==> src/rtl/pixel_write_arbiter_pkg.sv <==
// ---------------------------------------------------------------------------
// gpu package
// Shared types and defaults for the shader-to-framebuffer write path.
//   NUM_SHADERS   : default number of shader cores sharing the m1 write master
//   WAIT_TIMEOUT  : default number of consecutive stalled cycles before abort
//   pixel_t       : one 16-bit pixel
//   pixel_write_t : framebuffer byte address plus pixel value
//   arb_state_t   : arbiter FSM states
// ---------------------------------------------------------------------------
package gpu;

    localparam int NUM_SHADERS  = 4;
    localparam int WAIT_TIMEOUT = 255;

    typedef logic [15:0] pixel_t;

    typedef struct packed {
        logic [31:0] address;
        pixel_t      data;
    } pixel_write_t;

    typedef enum logic {
        ST_IDLE  = 1'b0,
        ST_WRITE = 1'b1
    } arb_state_t;

endpackage

==> src/rtl/pixel_write_arbiter_if.sv <==
// ---------------------------------------------------------------------------
// pixel_write_arbiter_if
// Bundles the shader request/ack signals and the Avalon-MM m1 write port.
//   req / req_address / req_data : per-shader write requests (shader -> arbiter)
//   ack / err                    : per-shader completion, err = timed out
//   m1_address / m1_writedata / m1_write : registered Avalon-MM write master
//   m1_waitrequest               : slave stall
// Modport master is the arbiter side (it masters m1); slave is the side that
// drives the requests and the waitrequest.
// ---------------------------------------------------------------------------
interface pixel_write_arbiter_if #(
    parameter int NUM_SHADERS = gpu::NUM_SHADERS
);
    import gpu::*;

    logic   [NUM_SHADERS-1:0]       req;
    logic   [NUM_SHADERS-1:0][31:0] req_address;
    pixel_t [NUM_SHADERS-1:0]       req_data;
    logic   [NUM_SHADERS-1:0]       ack;
    logic                           err;

    logic   [31:0]                  m1_address;
    pixel_t                         m1_writedata;
    logic                           m1_write;
    logic                           m1_waitrequest;

    modport master (
        input  req, req_address, req_data, m1_waitrequest,
        output ack, err, m1_address, m1_writedata, m1_write
    );

    modport slave (
        output req, req_address, req_data, m1_waitrequest,
        input  ack, err, m1_address, m1_writedata, m1_write
    );

endinterface

==> src/rtl/pixel_write_arbiter_rr_pick.sv <==
// ---------------------------------------------------------------------------
// rr_pick
// Combinational round-robin picker.
//   i_req   : request vector
//   i_mask  : requests to exclude from this pick
//   i_ptr   : index with highest priority; priority descends upward, wrapping
//   o_grant : one-hot winner
//   o_idx   : winner index
//   o_valid : a winner exists
// ---------------------------------------------------------------------------
module rr_pick #(
    parameter int N  = 4,
    parameter int IW = (N > 1) ? $clog2(N) : 1
) (
    input  logic [N-1:0]  i_req,
    input  logic [N-1:0]  i_mask,
    input  logic [IW-1:0] i_ptr,
    output logic [N-1:0]  o_grant,
    output logic [IW-1:0] o_idx,
    output logic          o_valid
);

    logic [N-1:0] w_eligible;

    genvar gi;
    generate
        for (gi = 0; gi < N; gi++) begin : g_eligible
            assign w_eligible[gi] = i_req[gi] & ~i_mask[gi];
        end
    endgenerate

    always_comb begin
        logic [IW-1:0] w_pos;
        o_grant = '0;
        o_idx   = '0;
        o_valid = 1'b0;
        w_pos   = '0;
        // Walk from the farthest candidate to the nearest so that the one
        // closest to the pointer is written last and wins.
        for (int k = N - 1; k >= 0; k--) begin
            w_pos = IW'((int'(i_ptr) + k) % N);
            if (w_eligible[w_pos]) begin
                o_grant        = '0;
                o_grant[w_pos] = 1'b1;
                o_idx          = w_pos;
                o_valid        = 1'b1;
            end
        end
    end

endmodule

==> src/rtl/pixel_write_arbiter.sv <==
// ---------------------------------------------------------------------------
// pixel_write_arbiter
// Shares the single m1 Avalon-MM write master among NUM_SHADERS shader cores.
// Round-robin grants; a granted write is held on m1 until the slave accepts
// it or until WAIT_TIMEOUT consecutive stalled cycles have elapsed (abort).
//   i_clock         : system clock
//   i_resetn        : asynchronous active-low reset
//   io_bus          : shader requests/acks and the m1 write port (master side)
//   o_write_count   : writes completed without error (wraps)
//   o_timeout_count : aborted writes (saturates at 16'hFFFF)
// ---------------------------------------------------------------------------
module pixel_write_arbiter #(
    parameter int NUM_SHADERS  = gpu::NUM_SHADERS,
    parameter int WAIT_TIMEOUT = gpu::WAIT_TIMEOUT
) (
    input  logic                  i_clock,
    input  logic                  i_resetn,
    pixel_write_arbiter_if.master io_bus,
    output logic [31:0]           o_write_count,
    output logic [15:0]           o_timeout_count
);
    import gpu::*;

    localparam int            IW        = (NUM_SHADERS > 1) ? $clog2(NUM_SHADERS) : 1;
    localparam int            CW        = (WAIT_TIMEOUT > 1) ? $clog2(WAIT_TIMEOUT) : 1;
    localparam logic [CW-1:0] WAIT_LAST = CW'(WAIT_TIMEOUT - 1);
    localparam logic [IW-1:0] LAST_IDX  = IW'(NUM_SHADERS - 1);

    arb_state_t       r_state,         w_state_next;
    pixel_write_t     r_m1,            w_m1_next;
    logic             r_m1_write,      w_m1_write_next;
    logic [IW-1:0]    r_grant,         w_grant_next;
    logic [IW-1:0]    r_ptr,           w_ptr_next;
    logic [CW-1:0]    r_wait_cnt,      w_wait_cnt_next;
    logic [31:0]      r_write_count,   w_write_count_next;
    logic [15:0]      r_timeout_count, w_timeout_count_next;

    logic                   w_accept;
    logic                   w_abort;
    logic                   w_done;
    logic                   w_load;
    logic [NUM_SHADERS-1:0] w_grant_oh;
    logic [NUM_SHADERS-1:0] w_pick_mask;
    logic [NUM_SHADERS-1:0] w_pick_grant;
    logic [IW-1:0]          w_ptr_after;
    logic [IW-1:0]          w_pick_ptr;
    logic [IW-1:0]          w_pick_idx;
    logic                   w_pick_valid;
    pixel_write_t           w_pick_write;

    // Completion of the write currently on m1.
    assign w_accept = (r_state == ST_WRITE) && !io_bus.m1_waitrequest;
    assign w_abort  = (r_state == ST_WRITE) && io_bus.m1_waitrequest && (r_wait_cnt == WAIT_LAST);
    assign w_done   = w_accept | w_abort;

    genvar gi;
    generate
        for (gi = 0; gi < NUM_SHADERS; gi++) begin : g_grant_oh
            assign w_grant_oh[gi] = (r_grant == IW'(gi));
        end
    endgenerate

    assign w_ptr_after = (r_grant == LAST_IDX) ? '0 : r_grant + IW'(1);

    // One picker serves both the IDLE pick and the back-to-back pick. When
    // leaving WRITE the finishing shader is masked (its req may still be high
    // in this cycle) and priority starts just past it.
    assign w_pick_mask = (r_state == ST_WRITE) ? w_grant_oh  : '0;
    assign w_pick_ptr  = (r_state == ST_WRITE) ? w_ptr_after : r_ptr;

    rr_pick #(
        .N  (NUM_SHADERS),
        .IW (IW)
    ) u_rr_pick (
        .i_req   (io_bus.req),
        .i_mask  (w_pick_mask),
        .i_ptr   (w_pick_ptr),
        .o_grant (w_pick_grant),
        .o_idx   (w_pick_idx),
        .o_valid (w_pick_valid)
    );

    // AND-OR mux of the winner's request; address bit 0 is forced low so
    // m1 only ever sees halfword-aligned addresses.
    always_comb begin
        w_pick_write = '0;
        for (int i = 0; i < NUM_SHADERS; i++) begin
            if (w_pick_grant[i]) begin
                w_pick_write.address = w_pick_write.address | io_bus.req_address[i];
                w_pick_write.data    = w_pick_write.data | io_bus.req_data[i];
            end
        end
        w_pick_write.address[0] = 1'b0;
    end

    always_comb begin
        w_state_next         = r_state;
        w_m1_next            = r_m1;
        w_m1_write_next      = r_m1_write;
        w_grant_next         = r_grant;
        w_ptr_next           = r_ptr;
        w_wait_cnt_next      = r_wait_cnt;
        w_write_count_next   = r_write_count;
        w_timeout_count_next = r_timeout_count;
        w_load               = 1'b0;

        case (r_state)
            ST_IDLE: begin
                w_load = w_pick_valid;
            end
            ST_WRITE: begin
                if (w_done) begin
                    w_ptr_next = w_ptr_after;
                    if (w_accept) begin
                        w_write_count_next = r_write_count + 32'd1;
                    end
                    if (w_abort && (r_timeout_count != 16'hFFFF)) begin
                        w_timeout_count_next = r_timeout_count + 16'd1;
                    end
                    if (w_pick_valid) begin
                        w_load = 1'b1;
                    end else begin
                        w_m1_write_next = 1'b0;
                        w_state_next    = ST_IDLE;
                    end
                end else begin
                    // Not done while in WRITE means the slave is stalling.
                    w_wait_cnt_next = r_wait_cnt + CW'(1);
                end
            end
            default: begin
                w_state_next = ST_IDLE;
            end
        endcase

        if (w_load) begin
            w_m1_next       = w_pick_write;
            w_m1_write_next = 1'b1;
            w_grant_next    = w_pick_idx;
            w_wait_cnt_next = '0;
            w_state_next    = ST_WRITE;
        end
    end

    always_ff @(posedge i_clock or negedge i_resetn) begin
        if (!i_resetn) begin
            r_state         <= ST_IDLE;
            r_m1            <= '0;
            r_m1_write      <= 1'b0;
            r_grant         <= '0;
            r_ptr           <= '0;
            r_wait_cnt      <= '0;
            r_write_count   <= '0;
            r_timeout_count <= '0;
        end else begin
            r_state         <= w_state_next;
            r_m1            <= w_m1_next;
            r_m1_write      <= w_m1_write_next;
            r_grant         <= w_grant_next;
            r_ptr           <= w_ptr_next;
            r_wait_cnt      <= w_wait_cnt_next;
            r_write_count   <= w_write_count_next;
            r_timeout_count <= w_timeout_count_next;
        end
    end

    assign io_bus.ack          = w_done ? w_grant_oh : '0;
    assign io_bus.err          = w_abort;
    assign io_bus.m1_address   = r_m1.address;
    assign io_bus.m1_writedata = r_m1.data;
    assign io_bus.m1_write     = r_m1_write;
    assign o_write_count       = r_write_count;
    assign o_timeout_count     = r_timeout_count;

endmodule

==> src/flat_wrapper.sv <==
// flat-port wrapper written by rule: the top's interface ports become plain ports
module pixel_write_arbiter_flat import gpu::*;
#(
    parameter int NUM_SHADERS  = gpu::NUM_SHADERS,
    parameter int WAIT_TIMEOUT = gpu::WAIT_TIMEOUT
)
  (i_clock, i_resetn, o_write_count, o_timeout_count, io_bus_req, io_bus_req_address, io_bus_req_data, io_bus_m1_waitrequest, io_bus_ack, io_bus_err, io_bus_m1_address, io_bus_m1_writedata, io_bus_m1_write);
  pixel_write_arbiter_if #(.NUM_SHADERS(NUM_SHADERS)) io_bus_i ();
  input  logic i_clock;
  input  logic i_resetn;
  output logic [31:0] o_write_count;
  output logic [15:0] o_timeout_count;
  input wire logic [$bits(io_bus_i.req)-1:0] io_bus_req;
  input wire logic [$bits(io_bus_i.req_address)-1:0] io_bus_req_address;
  input wire logic [$bits(io_bus_i.req_data)-1:0] io_bus_req_data;
  input wire logic [$bits(io_bus_i.m1_waitrequest)-1:0] io_bus_m1_waitrequest;
  output wire logic [$bits(io_bus_i.ack)-1:0] io_bus_ack;
  output wire logic [$bits(io_bus_i.err)-1:0] io_bus_err;
  output wire logic [$bits(io_bus_i.m1_address)-1:0] io_bus_m1_address;
  output wire logic [$bits(io_bus_i.m1_writedata)-1:0] io_bus_m1_writedata;
  output wire logic [$bits(io_bus_i.m1_write)-1:0] io_bus_m1_write;
  assign io_bus_i.req = io_bus_req;
  assign io_bus_i.req_address = io_bus_req_address;
  assign io_bus_i.req_data = io_bus_req_data;
  assign io_bus_i.m1_waitrequest = io_bus_m1_waitrequest;
  assign io_bus_ack = io_bus_i.ack;
  assign io_bus_err = io_bus_i.err;
  assign io_bus_m1_address = io_bus_i.m1_address;
  assign io_bus_m1_writedata = io_bus_i.m1_writedata;
  assign io_bus_m1_write = io_bus_i.m1_write;
  pixel_write_arbiter #(.NUM_SHADERS(NUM_SHADERS), .WAIT_TIMEOUT(WAIT_TIMEOUT)) u_core (.i_clock(i_clock), .i_resetn(i_resetn), .io_bus(io_bus_i), .o_write_count(o_write_count), .o_timeout_count(o_timeout_count));
endmodule
==> config.mk <==
export PLATFORM = sky130hd
export DESIGN_NAME = pixel_write_arbiter_flat
export DESIGN_NICKNAME = d
export VERILOG_FILES = /design/src/rtl/pixel_write_arbiter_pkg.sv /design/src/rtl/pixel_write_arbiter_if.sv /design/src/rtl/pixel_write_arbiter_rr_pick.sv /design/src/rtl/pixel_write_arbiter.sv /design/src/flat_wrapper.sv
export SDC_FILE = /design/constraint.sdc
export NUM_CORES = 1
export LEC_CHECK = 0
export ABC_AREA = 1
export CORE_MARGIN = 10
export CORE_UTILIZATION = 39
export DETAILED_ROUTE_END_ITERATION = 8
export PLACE_DENSITY = 0.74
export SYNTH_ARGS = -nofsm -noshare
export SYNTH_HDL_FRONTEND = slang
export SYNTH_HIERARCHICAL = 1
export SYNTH_SLANG_ARGS = --single-unit
==> constraint.sdc <==
create_clock -name i_clock -period 3.4 [get_ports i_clock]
set_clock_uncertainty 0.2 [all_clocks]
set_input_delay 0.34 -clock i_clock [delete_from_list [all_inputs] [get_ports i_clock]]
set_output_delay 0.34 -clock i_clock [all_outputs]
set_load 0.03 [all_outputs]
# ---- After elaboration in Yosys (flattened, before gate mapping)
# Index checks and enable logic that the tools add are counted.
dict set report classes {
  div 0
  addsub 7
  n_eq_ne 7
  reduce_logical 17
  n_mux 49
  bitwise 16
  n_lt_le_gt_ge 8
  n_shift 0
  n_mul 0
}
# op n
set ops {}
lappend ops {{$mux 48} 4}
lappend ops {{$or 32x32->32} 3}
lappend ops {{$or 16x16->16} 3}
lappend ops {{$add 32x1->32 const B} 1}
lappend ops {{$mux 4} 6}
lappend ops {{$mux 8} 3}
lappend ops {{$mux 1} 21}
lappend ops {{$add 16x1->16 const B} 1}
lappend ops {{$ne 16x16->1 const B} 1}
lappend ops {{$lt 2x3->1 const B} 4}
lappend ops {{$mux 2} 6}
lappend ops {{$reduce_and 3->1} 3}
lappend ops {{$add 8x1->8 const B} 1}
lappend ops {{$bmux 1 s2} 4}
lappend ops {{$demux 1 s2} 4}
lappend ops {{$eq 8x8->1 const B} 1}
lappend ops {{$ge 2x1->1 const B} 4}
lappend ops {{$logic_and 1x1->1} 8}
lappend ops {{$not 1->1} 5}
lappend ops {{$add 2x1->2 const B} 2}
lappend ops {{$add 2x2->2 const B} 2}
lappend ops {{$and 1x1->1} 4}
lappend ops {{$eq 2x2->1 const B} 2}
lappend ops {{$reduce_and 2->1} 2}
lappend ops {{other kinds (8)} 9}
dict set report totals {
  mem_bits_ro 0
  wordCells 113
  in_bits 199
  mem_count 0
  mem_bits_rw 0
  reg_bits 109
  latchBits 0
  out_inout_bits 102
}

# ---- Longest topological paths before layout
dict set report depth {
  depth_word 19
  mapped_depth 20
  ltp_nobuf 18
}

# ---- Modules after synthesis
# The synthesis kept the hierarchy.
# module area_per_inst_um2 instances seq_area_each_um2 cells_each
set modules_own_cells {}
lappend modules_own_cells {pixel_write_arbiter 6326.1 1 2727.6 866}
lappend modules_own_cells {rr_pick 549.3 1 0.0 91}

# ---- Worst setup path before layout
# OpenSTA, ideal clock, no wires.
dict set report synth_path {
  path_kind {register -> register}
  startpoint {reg u_core.r_state}
  endpoint {reg u_core.r_m1 (netlist bit u_core/io_bus.m1_address[11])}
  path_stages_with_launch 19
  synth_period_minus_slack_ns 3.536
  setup_time_ns 0.132
  t_required_ns 3.068
  slack_ns -0.136
  arrival_time_ns 3.204
  path_buffers 3
  cell_sequence {dfrtp_1 -> buf_4 -> o21ai_0 -> inv_4 -> ha_1 -> inv_1 -> nand3_4 -> nand2_4 -> nor2_1 -> nor2_1 -> nand3_1 -> nand2_1 -> inv_1 -> clkbuf_1 -> buf_2 -> nand2_1 -> nand2_1 -> a221oi_1 -> o21ai_1}
}
dict set report synth_between {
  word_cells_on_any_way 64
  cone_classes {add/sub (3); order compare (8); mux (33); bitwise (13); reduce/logical (7)}
}
# element line
set synth_lines {}
lappend synth_lines {{start: declaration} pixel_write_arbiter.sv:29} ;# arb_state_t r_state, w_state_next;
lappend synth_lines {{start signal: assignment} pixel_write_arbiter.sv:156} ;# r_state <= w_state_next;
lappend synth_lines {{$mux 2 *} pixel_write_arbiter.sv:69} ;# assign w_pick_ptr = (r_state == ST_WRITE) ? w_ptr_after : r_ptr;
lappend synth_lines {{via u_core.w_pick_ptr[0]} pixel_write_arbiter.sv:46} ;# logic [IW-1:0] w_pick_ptr;
lappend synth_lines {{$add 2x2->2} pixel_write_arbiter_rr_pick.sv:41} ;# w_pos = IW'((int'(i_ptr) + k) % N);
lappend synth_lines {{$lt 2x3->1 (implied by the code) or $ge 2x1->1 (tied branches)} pixel_write_arbiter_rr_pick.sv:44} ;# o_grant[w_pos] = 1'b1;
lappend synth_lines {{$logic_and 1x1->1 (implied by the code)} pixel_write_arbiter_rr_pick.sv:44}
lappend synth_lines {{$mux 1 (implied by the code)} pixel_write_arbiter_rr_pick.sv:44}
lappend synth_lines {{$demux 1 s2} pixel_write_arbiter_rr_pick.sv:44}
lappend synth_lines {{$mux 4 (3 in series)} pixel_write_arbiter_rr_pick.sv:42} ;# if (w_eligible[w_pos]) begin
lappend synth_lines {{$mux 4 *} pixel_write_arbiter_rr_pick.sv:42}
lappend synth_lines {{via u_core.w_pick_grant[3]} pixel_write_arbiter.sv:44} ;# logic [NUM_SHADERS-1:0] w_pick_grant;
lappend synth_lines {{$mux 48 *} pixel_write_arbiter.sv:88} ;# if (w_pick_grant[i]) begin
lappend synth_lines {{end signal: assignment} pixel_write_arbiter.sv:157} ;# r_m1 <= w_m1_next;
lappend synth_lines {{end: declaration} pixel_write_arbiter.sv:30} ;# pixel_write_t r_m1, w_m1_next;
# Mark *: on every way through the listed nets, which the timed path passes. The rest lies on a longest branch. The select of a mux whose other input is x is not followed.
# A chain may end at the register's enable or synchronous reset.

# ---- Final worst setup path
dict set report layout_path {
  startpoint {reg u_core.r_grant[0]}
  endpoint {reg u_core.r_m1 (netlist bit u_core/io_bus.m1_address[30])}
}
dict set report layout_between {
  word_cells_on_any_way 65
  cone_classes {add/sub (4); order compare (8); eq/ne (3); mux (34); bitwise (11); reduce/logical (5)}
}
# element line
set layout_lines {}
lappend layout_lines {{start: declaration} pixel_write_arbiter.sv:32} ;# logic [IW-1:0] r_grant, w_grant_next;
lappend layout_lines {{start signal: assignment} pixel_write_arbiter.sv:159} ;# r_grant <= w_grant_next;
lappend layout_lines {{$add 2x1->2 or $eq 2x2->1 (tied branches)} pixel_write_arbiter.sv:63} ;# assign w_ptr_after = (r_grant == LAST_IDX) ? '0 : r_grant + IW'(1);
lappend layout_lines {{$mux 2 *} pixel_write_arbiter.sv:63}
lappend layout_lines {{$mux 2 *} pixel_write_arbiter.sv:69}
lappend layout_lines {{via u_core.w_pick_ptr[0]} pixel_write_arbiter.sv:46}
lappend layout_lines {{$add 2x2->2} pixel_write_arbiter_rr_pick.sv:41}
lappend layout_lines {{$lt 2x3->1 (implied by the code) or $ge 2x1->1 (tied branches)} pixel_write_arbiter_rr_pick.sv:44}
lappend layout_lines {{$logic_and 1x1->1 (implied by the code)} pixel_write_arbiter_rr_pick.sv:44}
lappend layout_lines {{$mux 1 (implied by the code)} pixel_write_arbiter_rr_pick.sv:44}
lappend layout_lines {{$demux 1 s2} pixel_write_arbiter_rr_pick.sv:44}
lappend layout_lines {{$mux 4 (3 in series)} pixel_write_arbiter_rr_pick.sv:42}
lappend layout_lines {{$mux 4 *} pixel_write_arbiter_rr_pick.sv:42}
lappend layout_lines {{via u_core.w_pick_grant[2]} pixel_write_arbiter.sv:44}
lappend layout_lines {{$mux 48 *} pixel_write_arbiter.sv:88}
lappend layout_lines {{$or 32x32->32} pixel_write_arbiter.sv:89} ;# w_pick_write.address = w_pick_write.address | io_bus.req_address[i];
lappend layout_lines {{$mux 48 *} pixel_write_arbiter.sv:88}
# Marked as above.

==> results.sh <==
export IMPL_grt_max_degree=59
export IMPL_worstHoldStart="u_core/io_bus.m1_writedata[8]"
export IMPL_vias=7105
export IMPL_drtIter0Drc=295
export IMPL_power_leakage_uw=0.00476
export IMPL_pin_count=301
export IMPL_cap_violations=0
export IMPL_fp_row_count=48
export IMPL_total_power_uw=12600
export IMPL_setup_ws_ns=0.238
export IMPL_max_freq_mhz=316
export IMPL_status="completed"
export IMPL_yosysWarnings=6
export IMPL_grt_setup_unrepaired="no"
export IMPL_hold_violations=0
export IMPL_crit_start="u_core/r_grant[0]"
export IMPL_cts_buffers=9
export IMPL_place_ws_ns=0.0813
export IMPL_max_stage_delay_ns=0.42
export IMPL_clk_pin_slew_worst_paths_ns=0.07
export IMPL_cp_cell_sequence="ha_2 > nor2_1 > nand2_1 > o21ai_2 > inv_4 > ha_2 > inv_2 > nand3_4 > nand2_4 > buf_4 > nand3_1 > nand3_1 > nand2_1 > inv_1 > buf_12 > nand2_1 > nand3_1 > a21oi_1 > o21ai_2"
export IMPL_clock_sinks=109
export IMPL_clkLatencyLatePin_ns=0.35
export IMPL_nNetsFinal=1458
export IMPL_relSlewSlack=0.506
export IMPL_overflow=0
export IMPL_r2r_setup_slack_ns=0.24
export IMPL_cellPowerDensity_mw_per_mm2=1200
export IMPL_synth_top_cell_by_area="dfrtp_1"
export IMPL_reg2reg_from="u_core/r_grant[0]"
export IMPL_die_area_mm2=0.0233
export IMPL_ys_flop_type="dfrtp_1"
export IMPL_synth_edf_count=0
export IMPL_place_congestion=0.873
export IMPL_critPathLaunchType="flip-flop"
export IMPL_syn_area_mm2=0.00688
export IMPL_fin_crit_ns=3.16
export IMPL_detail_route_wl_per_cell_um=15.8
export IMPL_crit_family="simple AND/OR/NAND/NOR gates"
export IMPL_initial_utilization=0.397
export IMPL_yosysSeqAreaShare=0.397
export IMPL_port_buffers=295
export IMPL_synth_seq_cells=109
export IMPL_htreeDepth=3
export IMPL_yosys_area_top_type_share=0.397
export IMPL_crit_buf_inv=5
export IMPL_root_buffer="clkbuf_16"
export IMPL_finalSetupViolations=0
export IMPL_syn_instance_count=957
export IMPL_fin_crit_sh=0.930
export IMPL_endpoint_kind="flip-flop"
export IMPL_crit_arrival_ns=3.20
export IMPL_crit_type="reg2reg"
export IMPL_ir_drop_mv=1.18
export IMPL_clk_path_buf_depth=2
export IMPL_grt_total_usage=0.190
export IMPL_tightest_slew_ns=0.738
export IMPL_ys_types=36
export IMPL_final_layout_size_suffix_gt1_frac=0.0584
export IMPL_antenna_left=0
export IMPL_die_w_um=153
export IMPL_tritoncts="built"
export IMPL_min_path_type="reg2reg"
export IMPL_antenna_cells=0
export IMPL_fin_setup_tns_ns=0
export IMPL_syn2layout_area_growth_pct=52.1
export IMPL_grt_pass1_wl_um=36900
export IMPL_grt_pass1_vias=7142
export IMPL_dp_hpwl_um=18400
export IMPL_synth_nets=1171
export IMPL_yosys_top_cells_count="364 x nand2_1, 109 x dfrtp_1, 86 x inv_1, 85 x nand3_1, 53 x nor2_1"
export IMPL_core_area_mm2=0.0173
export IMPL_hold_ws_ns=0.288
export IMPL_firstDrtPassIters=4
export IMPL_synth_async_reset_ratio=1.00
export IMPL_routed_via_density=4.82
export IMPL_antenna_found_initial=0
export IMPL_drcViolationCount=0
export IMPL_drv_slew=0
export IMPL_avgSynthCellArea_um2=7.18
export IMPL_die_h_um=153
export IMPL_drt_total_wl_um=23200
export IMPL_cp_max_fo=36
export IMPL_worstPathRequired_ns=3.44
export IMPL_synth_most_common_cell="nand2_1"
export IMPL_slowest_stage="dfrtp_1"
export IMPL_yosys_top_cells_area="dfrtp_1 40%, nand2_1 20%, nand3_1 6.2%, inv_1 4.7%, o21ai_1 3.0%"
-- stage by stage --
| step | cell area [um2] | utilization | instances |
|---|---|---|---|
| after floorplan | 6880 | - | 957 |
| after global placement | 10100 | 0.582 | 1453 |
| after detailed placement | 10100 | 0.582 | 1453 |
| after CTS | 10400 | 0.601 | 1470 |
| after global routing | 10500 | 0.605 | 1474 |
| final | 10500 | 0.605 | 1474 |
-- area by class of cell --
| class | count | area (um2) |
|---|---|---|
| clock buffers | 12 | 246 |
| flip-flops and latches | 109 | 2730 |
| well taps | 225 | 282 |
| clock inverters | 4 | 77.6 |
| repair buffers | 311 | 3150 |
| inverters | 89 | 337 |
| multi-input cells | 724 | 3640 |
| fillers | 1597 | 6840 |
-- layout by cell type (no fill, tap or decap), types with 2 or more instances in the layout --
cell type        instances
clkbuf_1                 2
o21ai_0                 18
clkbuf_16                9
clkdlybuf4s50_1        294
a221oi_1                17
nand3_1                 85
a21oi_1                 30
inv_6                    2
inv_2                    4
nor2_1                  53
xor2_1                  13
buf_4                    9
nor2_4                   3
xnor2_1                 18
nand4_1                 15
nand3_2                  3
inv_1                   84
nand2_4                  6
nor3_1                   5
nor2_2                   4
nand3b_1                 6
nand2_2                  6
bufinv_16                2
ha_1                    13
buf_12                   6
nand2_1                364
dfrtp_1                109
o21ai_1                 41
a21boi_0                 3
nand3_4                  5
ha_2                     2
a21oi_2                  3
o21ai_2                  4
-- kinds of logic after synthesis --
logic type,share of synthesized area
XOR/XNOR,0.0395
flip-flops,0.397
adder cells (fa/ha/maj),0.0273
AO/OA/AOI/OAI,0.102
other,0.000545
AND/OR/NAND/NOR,0.354
buffers and inverters,0.0797
-- flip-flops by register name, indices dropped and copies added, names as in the netlist, 2 cells and up --
name and flops:
u_core/io_bus.m1_address 31, u_core/io_bus.m1_writedata 16, u_core/o_timeout_count 16, u_core/o_write_count 32
u_core/r_grant 2, u_core/r_ptr 2, u_core/r_wait_cnt 8
-- worst min-delay path: cells and delay by family (launching register included) --
kind | cells | cell delay, ns
AND/OR/NAND/NOR | 1 | 0.06
AO/OA/AOI/OAI | 1 | 0.05
flip-flops | 1 | 0.35
-- what timing repair did --
action                                  in CTS  in global routing
endpoints found under the setup margin       0                 47
buffers inserted                             0                  3
resized for setup                            0                 12
hold buffers                                 1                  0
endpoints found under the hold margin       51                  0
-- worst paths after layout --
check | endpoint | cells after the start
min in group asynchronous | u_core/o_timeout_count[0] | 2
setup reg to reg | u_core/io_bus.m1_address[30] | 19
hold / removal | u_core/io_bus.m1_writedata[8] | 2
max in group asynchronous | u_core/io_bus.m1_address[25] | 3
hold reg to reg | u_core/io_bus.m1_writedata[8] | 2
setup / recovery | u_core/io_bus.m1_address[30] | 19
-- where the power goes --
part           internal, uW  total (uW)  leakage [uW]  switching, uW
registers              1740        2000       0.00137            256
logic                  3550        9450       0.00323           5900
clock network           673        1150      0.000158            481
total                  5960       12600       0.00476           6630
-- metal layers --
layer  up-vias  track usage  wire length [um]
li1       3653            -                 -
met1      3219        0.202              8900
met2       212        0.350             12200
met3        21       0.0649              1840
met4         0       0.0459               291
met5         -            0                 0
Note: power is estimated with default switching activity, not from simulation.
